`src/rtl/mem_arb_pkg.sv`:
```
// +----------------------------------------------------------------------+
// | mem_arb_pkg : shared types and constants for mem_port_arbiter        |
// | Revision    : 1.0                                                    |
// +----------------------------------------------------------------------+
`default_nettype none

package mem_arb_pkg;

  typedef enum logic [1:0] {
    IDLE = 2'd0,
    REQ  = 2'd1,
    RSP  = 2'd2
  } arb_state_t;

  typedef enum logic {
    OWN_IF = 1'b0,
    OWN_LS = 1'b1
  } arb_owner_t;

  localparam int MEM_WORD_BYTES = 8;
  localparam int WMASK_W        = 8;

endpackage

`default_nettype wire

```
`src/rtl/mem_port_arbiter_if.sv`:
```
// +----------------------------------------------------------------------+
// | mem_port_arbiter_if : IF / LS / memory-side bundle of the arbiter    |
// | Revision            : 1.0                                            |
// +----------------------------------------------------------------------+
`default_nettype none

interface mem_port_arbiter_if #(
  parameter int XLEN     = 64,
  parameter int INST_LEN = 32
);
  import mem_arb_pkg::*;

  logic                if_req_i;
  logic [XLEN-1:0]     if_addr_i;
  logic                if_gnt_o;
  logic                if_rvalid_o;
  logic [INST_LEN-1:0] if_rdata_o;
  logic                if_stall_n_o;

  logic                ls_req_i;
  logic                ls_we_i;
  logic [XLEN-1:0]     ls_addr_i;
  logic [XLEN-1:0]     ls_wdata_i;
  logic [WMASK_W-1:0]  ls_wmask_i;
  logic                ls_gnt_o;
  logic                ls_rvalid_o;
  logic [XLEN-1:0]     ls_rdata_o;

  logic                mem_req_o;
  logic                mem_we_o;
  logic [XLEN-1:0]     mem_addr_o;
  logic [XLEN-1:0]     mem_wdata_o;
  logic [WMASK_W-1:0]  mem_wmask_o;
  logic                mem_gnt_i;
  logic                mem_rvalid_i;
  logic [XLEN-1:0]     mem_rdata_i;

  // Arbiter view.
  modport master (
    input  if_req_i, if_addr_i,
    output if_gnt_o, if_rvalid_o, if_rdata_o, if_stall_n_o,
    input  ls_req_i, ls_we_i, ls_addr_i, ls_wdata_i, ls_wmask_i,
    output ls_gnt_o, ls_rvalid_o, ls_rdata_o,
    output mem_req_o, mem_we_o, mem_addr_o, mem_wdata_o, mem_wmask_o,
    input  mem_gnt_i, mem_rvalid_i, mem_rdata_i
  );

  // Pipeline-stage and memory-model view.
  modport slave (
    output if_req_i, if_addr_i,
    input  if_gnt_o, if_rvalid_o, if_rdata_o, if_stall_n_o,
    output ls_req_i, ls_we_i, ls_addr_i, ls_wdata_i, ls_wmask_i,
    input  ls_gnt_o, ls_rvalid_o, ls_rdata_o,
    input  mem_req_o, mem_we_o, mem_addr_o, mem_wdata_o, mem_wmask_o,
    output mem_gnt_i, mem_rvalid_i, mem_rdata_i
  );

endinterface

`default_nettype wire

```
`src/rtl/arb_prio_sel.sv`:
```
// +----------------------------------------------------------------------+
// | arb_prio_sel : IF/LS winner select; MEM_ARB_RR_EN = round-robin      |
// | Revision     : 1.0                                                   |
// +----------------------------------------------------------------------+
`default_nettype none

module arb_prio_sel
  import mem_arb_pkg::*;
(
  input  logic       clk,
  input  logic       rst,
  input  logic       if_req,
  input  logic       ls_req,
  input  logic       capture,
  output logic       any_req,
  output arb_owner_t winner
);

  assign any_req = if_req | ls_req;

`ifdef MEM_ARB_RR_EN
  arb_owner_t last_owner;

  always_ff @(posedge clk or posedge rst) begin
    if (rst) begin
      last_owner <= OWN_IF;
    end else if (capture) begin
      last_owner <= winner;
    end
  end

  // Under contention the side that lost the previous capture goes next.
  always_comb begin
    winner = OWN_IF;
    if (if_req && ls_req) begin
      winner = (last_owner == OWN_IF) ? OWN_LS : OWN_IF;
    end else if (ls_req) begin
      winner = OWN_LS;
    end
  end
`else
  logic unused_rr;
  assign unused_rr = ^{clk, rst, capture, if_req};

  always_comb begin
    winner = ls_req ? OWN_LS : OWN_IF;
  end
`endif

endmodule

`default_nettype wire

```
`src/rtl/mem_port_arbiter.sv`:
```
// +----------------------------------------------------------------------+
// | mem_port_arbiter : shares one 64-bit memory port between IF and LS   |
// | Option macro     : MEM_ARB_RR_EN (round-robin)   Revision : 1.0      |
// +----------------------------------------------------------------------+
`default_nettype none

module mem_port_arbiter
  import mem_arb_pkg::*;
#(
  parameter int XLEN       = 64,
  parameter int INST_LEN   = 32,
  parameter int ADDR_ALIGN = 3
) (
  input  logic              clk,
  input  logic              rst,
  mem_port_arbiter_if.master bus
);

  localparam logic [XLEN-1:0] ADDR_MASK = {{(XLEN-ADDR_ALIGN){1'b1}}, {ADDR_ALIGN{1'b0}}};

  arb_state_t          state;
  arb_owner_t          owner;
  arb_owner_t          winner;
  logic                any_req;
  logic                capture;
  logic                rsp_hit;
  logic                we_q;
  logic                sel_hi;
  logic [XLEN-1:0]     addr_q;
  logic [XLEN-1:0]     wdata_q;
  logic [WMASK_W-1:0]  wmask_q;
  logic [INST_LEN-1:0] if_rdata_q;
  logic [XLEN-1:0]     ls_rdata_q;
  logic [INST_LEN-1:0] if_word;

  arb_prio_sel u_prio_sel (
    .clk     (clk),
    .rst     (rst),
    .if_req  (bus.if_req_i),
    .ls_req  (bus.ls_req_i),
    .capture (capture),
    .any_req (any_req),
    .winner  (winner)
  );

  assign capture = (state == IDLE) && any_req;
  assign rsp_hit = (state == RSP) && bus.mem_rvalid_i;
  // Half-word select uses the original addr[2], which alignment drops from addr_q.
  assign if_word = sel_hi ? bus.mem_rdata_i[2*INST_LEN-1:INST_LEN]
                          : bus.mem_rdata_i[INST_LEN-1:0];

  always_ff @(posedge clk or posedge rst) begin
    if (rst) begin
      state      <= IDLE;
      owner      <= OWN_IF;
      we_q       <= 1'b0;
      sel_hi     <= 1'b0;
      addr_q     <= '0;
      wdata_q    <= '0;
      wmask_q    <= '0;
      if_rdata_q <= '0;
      ls_rdata_q <= '0;
    end else begin
      case (state)
        IDLE: begin
          if (capture) begin
            owner <= winner;
            state <= REQ;
            if (winner == OWN_LS) begin
              we_q    <= bus.ls_we_i;
              addr_q  <= bus.ls_addr_i & ADDR_MASK;
              sel_hi  <= bus.ls_addr_i[2];
              wdata_q <= bus.ls_wdata_i;
              wmask_q <= bus.ls_we_i ? bus.ls_wmask_i : '0;
            end else begin
              we_q    <= 1'b0;
              addr_q  <= bus.if_addr_i & ADDR_MASK;
              sel_hi  <= bus.if_addr_i[2];
              wdata_q <= '0;
              wmask_q <= '0;
            end
          end
        end
        REQ: begin
          // A response beat coinciding with the grant is not taken as the response.
          if (bus.mem_gnt_i) begin
            state <= RSP;
          end
        end
        RSP: begin
          if (bus.mem_rvalid_i) begin
            if (owner == OWN_IF) begin
              if_rdata_q <= if_word;
            end else begin
              ls_rdata_q <= bus.mem_rdata_i;
            end
            state <= IDLE;
          end
        end
        default: state <= IDLE;
      endcase
    end
  end

  assign bus.if_gnt_o     = capture && (winner == OWN_IF);
  assign bus.ls_gnt_o     = capture && (winner == OWN_LS);
  assign bus.if_rvalid_o  = rsp_hit && (owner == OWN_IF);
  assign bus.ls_rvalid_o  = rsp_hit && (owner == OWN_LS);
  assign bus.if_stall_n_o = bus.if_rvalid_o;
  // Data is presented in the rvalid cycle and then held from the capture register.
  assign bus.if_rdata_o   = bus.if_rvalid_o ? if_word : if_rdata_q;
  assign bus.ls_rdata_o   = bus.ls_rvalid_o ? bus.mem_rdata_i : ls_rdata_q;

  assign bus.mem_req_o    = (state == REQ);
  assign bus.mem_we_o     = we_q;
  assign bus.mem_addr_o   = addr_q;
  assign bus.mem_wdata_o  = wdata_q;
  assign bus.mem_wmask_o  = wmask_q;

endmodule

`default_nettype wire

```
`src/flat_wrapper.sv`:
```
// flat-port wrapper written by rule: the top's interface ports become plain ports
module mem_port_arbiter_flat import mem_arb_pkg::*;
#(
  parameter int XLEN       = 64,
  parameter int INST_LEN   = 32,
  parameter int ADDR_ALIGN = 3
)
  (clk, rst, bus_if_req_i, bus_if_addr_i, bus_if_gnt_o, bus_if_rvalid_o, bus_if_rdata_o, bus_if_stall_n_o, bus_ls_req_i, bus_ls_we_i, bus_ls_addr_i, bus_ls_wdata_i, bus_ls_wmask_i, bus_ls_gnt_o, bus_ls_rvalid_o, bus_ls_rdata_o, bus_mem_req_o, bus_mem_we_o, bus_mem_addr_o, bus_mem_wdata_o, bus_mem_wmask_o, bus_mem_gnt_i, bus_mem_rvalid_i, bus_mem_rdata_i);
  mem_port_arbiter_if #(.XLEN(XLEN), .INST_LEN(INST_LEN)) bus_i ();
  input  logic clk;
  input  logic rst;
  input wire logic [$bits(bus_i.if_req_i)-1:0] bus_if_req_i;
  input wire logic [$bits(bus_i.if_addr_i)-1:0] bus_if_addr_i;
  output wire logic [$bits(bus_i.if_gnt_o)-1:0] bus_if_gnt_o;
  output wire logic [$bits(bus_i.if_rvalid_o)-1:0] bus_if_rvalid_o;
  output wire logic [$bits(bus_i.if_rdata_o)-1:0] bus_if_rdata_o;
  output wire logic [$bits(bus_i.if_stall_n_o)-1:0] bus_if_stall_n_o;
  input wire logic [$bits(bus_i.ls_req_i)-1:0] bus_ls_req_i;
  input wire logic [$bits(bus_i.ls_we_i)-1:0] bus_ls_we_i;
  input wire logic [$bits(bus_i.ls_addr_i)-1:0] bus_ls_addr_i;
  input wire logic [$bits(bus_i.ls_wdata_i)-1:0] bus_ls_wdata_i;
  input wire logic [$bits(bus_i.ls_wmask_i)-1:0] bus_ls_wmask_i;
  output wire logic [$bits(bus_i.ls_gnt_o)-1:0] bus_ls_gnt_o;
  output wire logic [$bits(bus_i.ls_rvalid_o)-1:0] bus_ls_rvalid_o;
  output wire logic [$bits(bus_i.ls_rdata_o)-1:0] bus_ls_rdata_o;
  output wire logic [$bits(bus_i.mem_req_o)-1:0] bus_mem_req_o;
  output wire logic [$bits(bus_i.mem_we_o)-1:0] bus_mem_we_o;
  output wire logic [$bits(bus_i.mem_addr_o)-1:0] bus_mem_addr_o;
  output wire logic [$bits(bus_i.mem_wdata_o)-1:0] bus_mem_wdata_o;
  output wire logic [$bits(bus_i.mem_wmask_o)-1:0] bus_mem_wmask_o;
  input wire logic [$bits(bus_i.mem_gnt_i)-1:0] bus_mem_gnt_i;
  input wire logic [$bits(bus_i.mem_rvalid_i)-1:0] bus_mem_rvalid_i;
  input wire logic [$bits(bus_i.mem_rdata_i)-1:0] bus_mem_rdata_i;
  assign bus_i.if_req_i = bus_if_req_i;
  assign bus_i.if_addr_i = bus_if_addr_i;
  assign bus_if_gnt_o = bus_i.if_gnt_o;
  assign bus_if_rvalid_o = bus_i.if_rvalid_o;
  assign bus_if_rdata_o = bus_i.if_rdata_o;
  assign bus_if_stall_n_o = bus_i.if_stall_n_o;
  assign bus_i.ls_req_i = bus_ls_req_i;
  assign bus_i.ls_we_i = bus_ls_we_i;
  assign bus_i.ls_addr_i = bus_ls_addr_i;
  assign bus_i.ls_wdata_i = bus_ls_wdata_i;
  assign bus_i.ls_wmask_i = bus_ls_wmask_i;
  assign bus_ls_gnt_o = bus_i.ls_gnt_o;
  assign bus_ls_rvalid_o = bus_i.ls_rvalid_o;
  assign bus_ls_rdata_o = bus_i.ls_rdata_o;
  assign bus_mem_req_o = bus_i.mem_req_o;
  assign bus_mem_we_o = bus_i.mem_we_o;
  assign bus_mem_addr_o = bus_i.mem_addr_o;
  assign bus_mem_wdata_o = bus_i.mem_wdata_o;
  assign bus_mem_wmask_o = bus_i.mem_wmask_o;
  assign bus_i.mem_gnt_i = bus_mem_gnt_i;
  assign bus_i.mem_rvalid_i = bus_mem_rvalid_i;
  assign bus_i.mem_rdata_i = bus_mem_rdata_i;
  mem_port_arbiter #(.XLEN(XLEN), .INST_LEN(INST_LEN), .ADDR_ALIGN(ADDR_ALIGN)) u_core (.clk(clk), .rst(rst), .bus(bus_i));
endmodule
```
`config.mk`:
```
export PLATFORM = sky130hd
export DESIGN_NAME = mem_port_arbiter_flat
export DESIGN_NICKNAME = d
export VERILOG_FILES = /design/src/rtl/mem_arb_pkg.sv /design/src/rtl/mem_port_arbiter_if.sv /design/src/rtl/arb_prio_sel.sv /design/src/rtl/mem_port_arbiter.sv /design/src/flat_wrapper.sv
export SDC_FILE = /design/constraint.sdc
export NUM_CORES = 1
export LEC_CHECK = 0
export ABC_AREA = 1
export CAP_MARGIN = 20
export CORE_AREA = 5 5 194 196
export DETAILED_ROUTE_END_ITERATION = 8
export DIE_AREA = 0 0 199 201
export GPL_TIMING_DRIVEN = 1
export SYNTH_ARGS = -nofsm -noshare
export SYNTH_HDL_FRONTEND = slang
export SYNTH_SLANG_ARGS = --single-unit
```
`constraint.sdc`:
```
create_clock -name clk -period 10.41 [get_ports clk]
set_input_delay 2.082 -clock clk [delete_from_list [all_inputs] [get_ports clk]]
set_output_delay 2.082 -clock clk [all_outputs]
set_load 0.02 [all_outputs]
```
**Yosys cells after proc, flatten, opt, wreduce, memory -nomap -nowiden**

Cells that the tools add are included.

- Eq/ne operators: 5
- Multiplexer cells: 14
- Bitwise operators: 3
- Reductions and logical operators: 11

Operators with widths:

| cell | count |
|---|---|
| $mux 64 | 3 |
| $mux 32 | 2 |
| $mux 8 | 2 |
| $reduce_and 3->1 | 3 |
| $logic_and 1x1->1 | 6 |
| $mux 2 | 3 |
| $pmux 2 s3 | 1 |
| $ne 2x1->1 const B | 2 |
| $mux 1 | 3 |
| $eq 2x1->1 const B | 1 |
| $eq 2x2->1 const B | 1 |
| $logic_not 2->1 | 1 |
| $ne 2x2->1 const B | 1 |
| $not 1->1 | 2 |
| $reduce_and 2->1 | 1 |
| $or 1x1->1 | 1 |

- Register bits: 237
- Input port bits: 271

**Longest topological paths before layout**

- Depth after elaboration: 4
- Mapped depth: 8
- Gate-level depth less buffers: 6

**Cells and area by module**

From an unflattened synthesis, not the netlist that was laid out.

- Cell total of the unflattened synthesis: 1,389
- Area total of the unflattened synthesis: 10,836.6 um2

By module, submodules not included:

| module | times used | cells each | area each (um2) | seq. area each (um2) |
|---|---|---|---|---|
| mem_port_arbiter | 1 | 1,385 | 10,817.9 | 5,855.6 |
| arb_prio_sel | 1 | 4 | 18.8 | 0.0 |

**Least setup slack after synthesis**

Ideal clock, no wire load.

- Path type: input port to output port
- From: in bus_mem_rvalid_i
- To: out bus_if_rdata_o[0]
- Data arrival time: 2.855 ns
- Required time: 8.328 ns
- Setup slack: 5.473 ns
- Cell stages on the path: 5
- Buffers on the path: 1
- Cell sequence: nand2_1 > nor2_4 > buf_2 > nand2_1 > nand2_1

- Cells in the longest elaborated chain, start to end: 3

Ends and longest elaborated chain:

| item | line | text |
|---|---|---|
| start, declared | flat_wrapper.sv:32 | `input wire logic [$bits(bus_i.mem_rvalid_i)-1:0] bus_mem_rvalid_i;` |
| $logic_and 1x1->1 | mem_port_arbiter.sv:47 | `assign rsp_hit = (state == RSP) && bus.mem_rvalid_i;` |
| $logic_and 1x1->1 | mem_port_arbiter.sv:107 | `assign bus.if_rvalid_o = rsp_hit && (owner == OWN_IF);` |
| via bus_if_rvalid_o | flat_wrapper.sv:15 | `output wire logic [$bits(bus_i.if_rvalid_o)-1:0] bus_if_rvalid_o;` |
| $mux 32 | mem_port_arbiter.sv:111 | `assign bus.if_rdata_o = bus.if_rvalid_o ? if_word : if_rdata_q;` |
| end, declared | flat_wrapper.sv:16 | `output wire logic [$bits(bus_i.if_rdata_o)-1:0] bus_if_rdata_o;` |

The timed path passes the listed nets, and every way through them passes these cells.

**Final worst setup path**

- From: in bus_mem_rvalid_i
- To: out bus_if_rdata_o[4]

- Cells in the longest elaborated chain, start to end: 3

Ends and longest elaborated chain:

| item | line |
|---|---|
| $logic_and 1x1->1 | mem_port_arbiter.sv:47 |
| $logic_and 1x1->1 | mem_port_arbiter.sv:107 |
| $mux 32 | mem_port_arbiter.sv:111 |

No other way between the ends.

==> flow_results.xml <==
<?xml version="1.0" encoding="UTF-8"?>
<metrics>
  <group name="run_status">
    <metric name="outcome" unit="">complete, no violations</metric>
  </group>
  <group name="worst_hold_path">
    <metric name="worstHoldPathType" unit="">register to register</metric>
  </group>
  <group name="global_routing">
    <metric name="grt_first_pass_wirelength" unit="um">62700</metric>
    <metric name="antenna_found_initial" unit="">8</metric>
    <metric name="global_route.overflow_total" unit="">0</metric>
    <metric name="first_global_vias" unit="">10544</metric>
    <metric name="groute.usage.overall" unit="">0.198</metric>
    <metric name="pin_count_of_the_biggest_net_entering_global_routing" unit="">130</metric>
  </group>
  <group name="critical_path">
    <metric name="path_common_cell" unit="">sky130_fd_sc_hd__nand2_1</metric>
    <metric name="worstPathArrival" unit="ps">4880</metric>
    <metric name="critical_path.endpoint_type" unit="">output pin</metric>
    <metric name="worstPathRequired" unit="ps">8330</metric>
    <metric name="worstPathCellList" unit="">buf_2 -&gt; buf_4 -&gt; nand2_1 -&gt; buf_4 -&gt; nor2_4 -&gt; nand2_1 -&gt; nand2_1 -&gt; clkdlybuf4s50_1</metric>
    <metric name="timing_worst_setup_path_type" unit="">input port to output pin</metric>
    <metric name="cp_slowest_cell" unit="">sky130_fd_sc_hd__nor2_4</metric>
    <metric name="timing.critical_path.from_type" unit="">input port</metric>
    <metric name="critical-path-max-stage-delay" unit="ps">750</metric>
    <metric name="critical-path-top-delay-family" unit="">buffers and inverters</metric>
    <metric name="crit_path_max_fanout" unit="">67</metric>
    <metric name="path_buf_inv" unit="">4</metric>
  </group>
  <group name="floorplanning">
    <metric name="row_count" unit="">70</metric>
    <metric name="io-pin-count" unit="">510</metric>
    <metric name="die_boundary_height" unit="um">201</metric>
    <metric name="die_width" unit="um">199</metric>
    <metric name="dieArea" unit="um2">40000</metric>
    <metric name="initial_utilization" unit="">0.298</metric>
    <metric name="coreArea" unit="um2">35900</metric>
  </group>
  <group name="pwr">
    <metric name="power.density" unit="nW/um2">312</metric>
    <metric name="vdd_ir_drop_max" unit="mV">0.177</metric>
    <metric name="total_power" unit="uW">5290</metric>
    <metric name="p_leak" unit="uW">0.00854</metric>
  </group>
  <group name="drt">
    <metric name="drt.antenna.violating_nets" unit="">0</metric>
    <metric name="average_routed_wire_per_standard_cell" unit="um">17.6</metric>
    <metric name="drc_errors" unit="">0</metric>
    <metric name="dr.pass1.iters" unit="">7</metric>
    <metric name="via_per_inst" unit="">4.46</metric>
    <metric name="num_vias" unit="">10378</metric>
    <metric name="drt_first_iter_violations" unit="">620</metric>
    <metric name="routed_wirelength" unit="um">41100</metric>
  </group>
  <group name="clock_tree">
    <metric name="cts-buffers-inserted" unit="">28</metric>
    <metric name="clk_path_buf_depth" unit="">3</metric>
    <metric name="cts-root-buf" unit="">sky130_fd_sc_hd__clkbuf_16</metric>
    <metric name="cts_resized" unit="">0</metric>
    <metric name="cts_max_level" unit="">1</metric>
    <metric name="postCtsSetupRepairBufs" unit="">0</metric>
    <metric name="holdBufCountCts" unit="">0</metric>
    <metric name="insertion_delay" unit="ps">550</metric>
    <metric name="tritoncts" unit="">done</metric>
    <metric name="cts_num_sinks" unit="">234</metric>
    <metric name="clk_pin_slew_worst_paths" unit="ps">60</metric>
  </group>
  <group name="sta">
    <metric name="rsz0062_at_grt" unit="">false</metric>
    <metric name="final_max_slew_viol_count" unit="">0</metric>
    <metric name="layout_min_cycle_time" unit="ps">6970</metric>
    <metric name="number_of_hold_violations_in_the_final_report" unit="">0</metric>
    <metric name="timing.clock.skew" unit="ps">17.9</metric>
    <metric name="max_clock_freq" unit="MHz">144</metric>
    <metric name="timing.final.setup_violations" unit="">0</metric>
    <metric name="slew_headroom" unit="">0.372</metric>
    <metric name="crit_share_post_route" unit="">0.669</metric>
    <metric name="finalSetupTns" unit="ps">0</metric>
    <metric name="worst_pin_slew" unit="ps">940</metric>
  </group>
  <group name="synthesis">
    <metric name="yosys.cell_types.count" unit="">20</metric>
    <metric name="synth.yosys.seq_area_share" unit="">0.548</metric>
    <metric name="synthesis.area" unit="um2">10700</metric>
    <metric name="synth_area_per_cell" unit="um2">7.75</metric>
    <metric name="syn-instance-count" unit="">1380</metric>
    <metric name="yosys_warnings" unit="">0</metric>
    <metric name="synth_seq_cells" unit="">234</metric>
  </group>
  <group name="cells_and_area">
    <metric name="fin_nets" unit="">2108</metric>
    <metric name="finish.instance_area" unit="um2">17000</metric>
    <metric name="layout.core_utilization" unit="">0.472</metric>
    <metric name="post_route_cells_drive_above_1_share" unit="">0.0398</metric>
    <metric name="areaGrowthSynthToFinish" unit="%">58.6</metric>
  </group>
  <group name="placed_design">
    <metric name="gp_routability_congestion" unit="">0.874</metric>
    <metric name="placement.cell_area" unit="um2">15900</metric>
    <metric name="buffer_ports.inserted" unit="">502</metric>
    <metric name="dpl.hpwl" unit="um">29900</metric>
  </group>
  <group name="flow_run">
    <metric name="timing.max_cap.violations" unit="">0</metric>
  </group>
</metrics>
state kept, by name, summed over array words and instances (netlist names):
name,count
u_core.if_rdata_q,32
u_core.bus.mem_addr_o,61
u_core.sel_hi,1
u_core.state,2
u_core.bus.mem_we_o,1
u_core.bus.mem_wmask_o,8
u_core.owner,1
u_core.bus.mem_wdata_o,64
u_core.ls_rdata_q,64
layer usage:
metal,part of all wire,track usage,vias up
met1,0.39,0.246,4699
li1,-,-,5186
met5,0.0026,0,-
met2,0.49,0.335,412
met3,0.092,0.0584,69
met4,0.028,0.0574,12
cells in the final DEF (no fill, tap or decap), types with 3 or more instances in the layout:
cell type / instances
sky130_fd_sc_hd__nor2_4: 3
sky130_fd_sc_hd__o21ai_0: 135
sky130_fd_sc_hd__bufinv_16: 6
sky130_fd_sc_hd__dfrtp_1: 232
sky130_fd_sc_hd__clkinv_2: 6
sky130_fd_sc_hd__buf_4: 13
sky130_fd_sc_hd__nand2_1: 731
sky130_fd_sc_hd__clkbuf_1: 5
sky130_fd_sc_hd__nand4_1: 64
sky130_fd_sc_hd__inv_1: 108
sky130_fd_sc_hd__conb_1: 3
sky130_fd_sc_hd__clkdlybuf4s50_1: 500
sky130_fd_sc_hd__inv_2: 4
sky130_fd_sc_hd__clkbuf_16: 29
cells by family (layout without fill, tap and decap cells):
kind of cell	after synthesis	count (layout)	synth area share
simple gates	805	805	0.301
flops	234	234	0.548
buf+inv	203	679	0.0861
compound gates	137	137	0.0644
other cells	1	5	0.000351
cells in the mapped netlist:
cell / count / area [um2]
sky130_fd_sc_hd__buf_6: 3 / 33.8
sky130_fd_sc_hd__clkbuf_1: 19 / 71.3
sky130_fd_sc_hd__conb_1: 1 / 3.75
sky130_fd_sc_hd__dfrtp_1: 234 / 5860
sky130_fd_sc_hd__nor2_4: 3 / 33.8
sky130_fd_sc_hd__nand2_4: 1 / 11.3
sky130_fd_sc_hd__inv_1: 110 / 413
sky130_fd_sc_hd__nand2_1: 731 / 2740
sky130_fd_sc_hd__nand3_2: 1 / 10.0
sky130_fd_sc_hd__inv_2: 3 / 11.3
sky130_fd_sc_hd__o21ai_1: 1 / 5.00
sky130_fd_sc_hd__buf_2: 37 / 185
sky130_fd_sc_hd__buf_1: 7 / 26.3
sky130_fd_sc_hd__o21ai_0: 135 / 676
sky130_fd_sc_hd__nor2_1: 2 / 7.51
sky130_fd_sc_hd__or2_1: 1 / 6.26
sky130_fd_sc_hd__o21bai_1: 1 / 7.51
sky130_fd_sc_hd__nand3_1: 2 / 10.0
sky130_fd_sc_hd__buf_4: 24 / 180
sky130_fd_sc_hd__nand4_1: 64 / 400
power breakdown:
| group | internal (uW) | leakage [uW] | total (uW) | switching [uW] |
|---|---|---|---|---|
| logic | 1100 | 0.00509 | 2690 | 1590 |
| registers | 1340 | 0.00295 | 1530 | 194 |
| clock network | 671 | 0.000490 | 1070 | 400 |
| total | 3110 | 0.00854 | 5290 | 2180 |
worst register-to-register path, stage by stage (launching register included):
cell                      delay (ps)
sky130_fd_sc_hd__dfrtp_1         430
sky130_fd_sc_hd__inv_2            90
sky130_fd_sc_hd__nand2_4         240
sky130_fd_sc_hd__inv_2           120
sky130_fd_sc_hd__buf_4           550
sky130_fd_sc_hd__nand3_2         210
sky130_fd_sc_hd__buf_4           390
sky130_fd_sc_hd__nand2_1         210
sky130_fd_sc_hd__nand2_1          70
per-stage QoR:
step,hold slack [ps],instances,setup slack (ps)
floorplan,437,1382,1910
global placement,448,2274,3420
detailed placement,455,2274,3460
CTS,469,2325,3450
global route,488,2327,3280
finish,466,2328,3440
path summary, 6_finish.rpt:
kind / slack (ps) / from / cells after the start / end
max: 3440 / bus_mem_rvalid_i / 8 / bus_if_rdata_o[4]
min: 470 / u_core.ls_rdata_q[17] / 2 / u_core.ls_rdata_q[17]
max reg2reg: 8010 / u_core.state[0] / 8 / u_core.ls_rdata_q[58]
min reg2reg: 470 / u_core.ls_rdata_q[17] / 2 / u_core.ls_rdata_q[17]
max in group asynchronous: 6150 / rst / 4 / u_core.bus.mem_wmask_o[6]
min in group asynchronous: 2090 / rst / 2 / u_core.bus.mem_wdata_o[44]
area by class of cell:
cell class	instances	area, um2
fill	3592	19000
sequential	234	5860
timing repair buffer	515	5130
multi-input combinational	945	3930
clock buffer	36	772
tap	468	586
inverter	113	432
clock inverter	15	234
antenna	2	5.00
No activity file was read; power rests on OpenSTA's default activity.
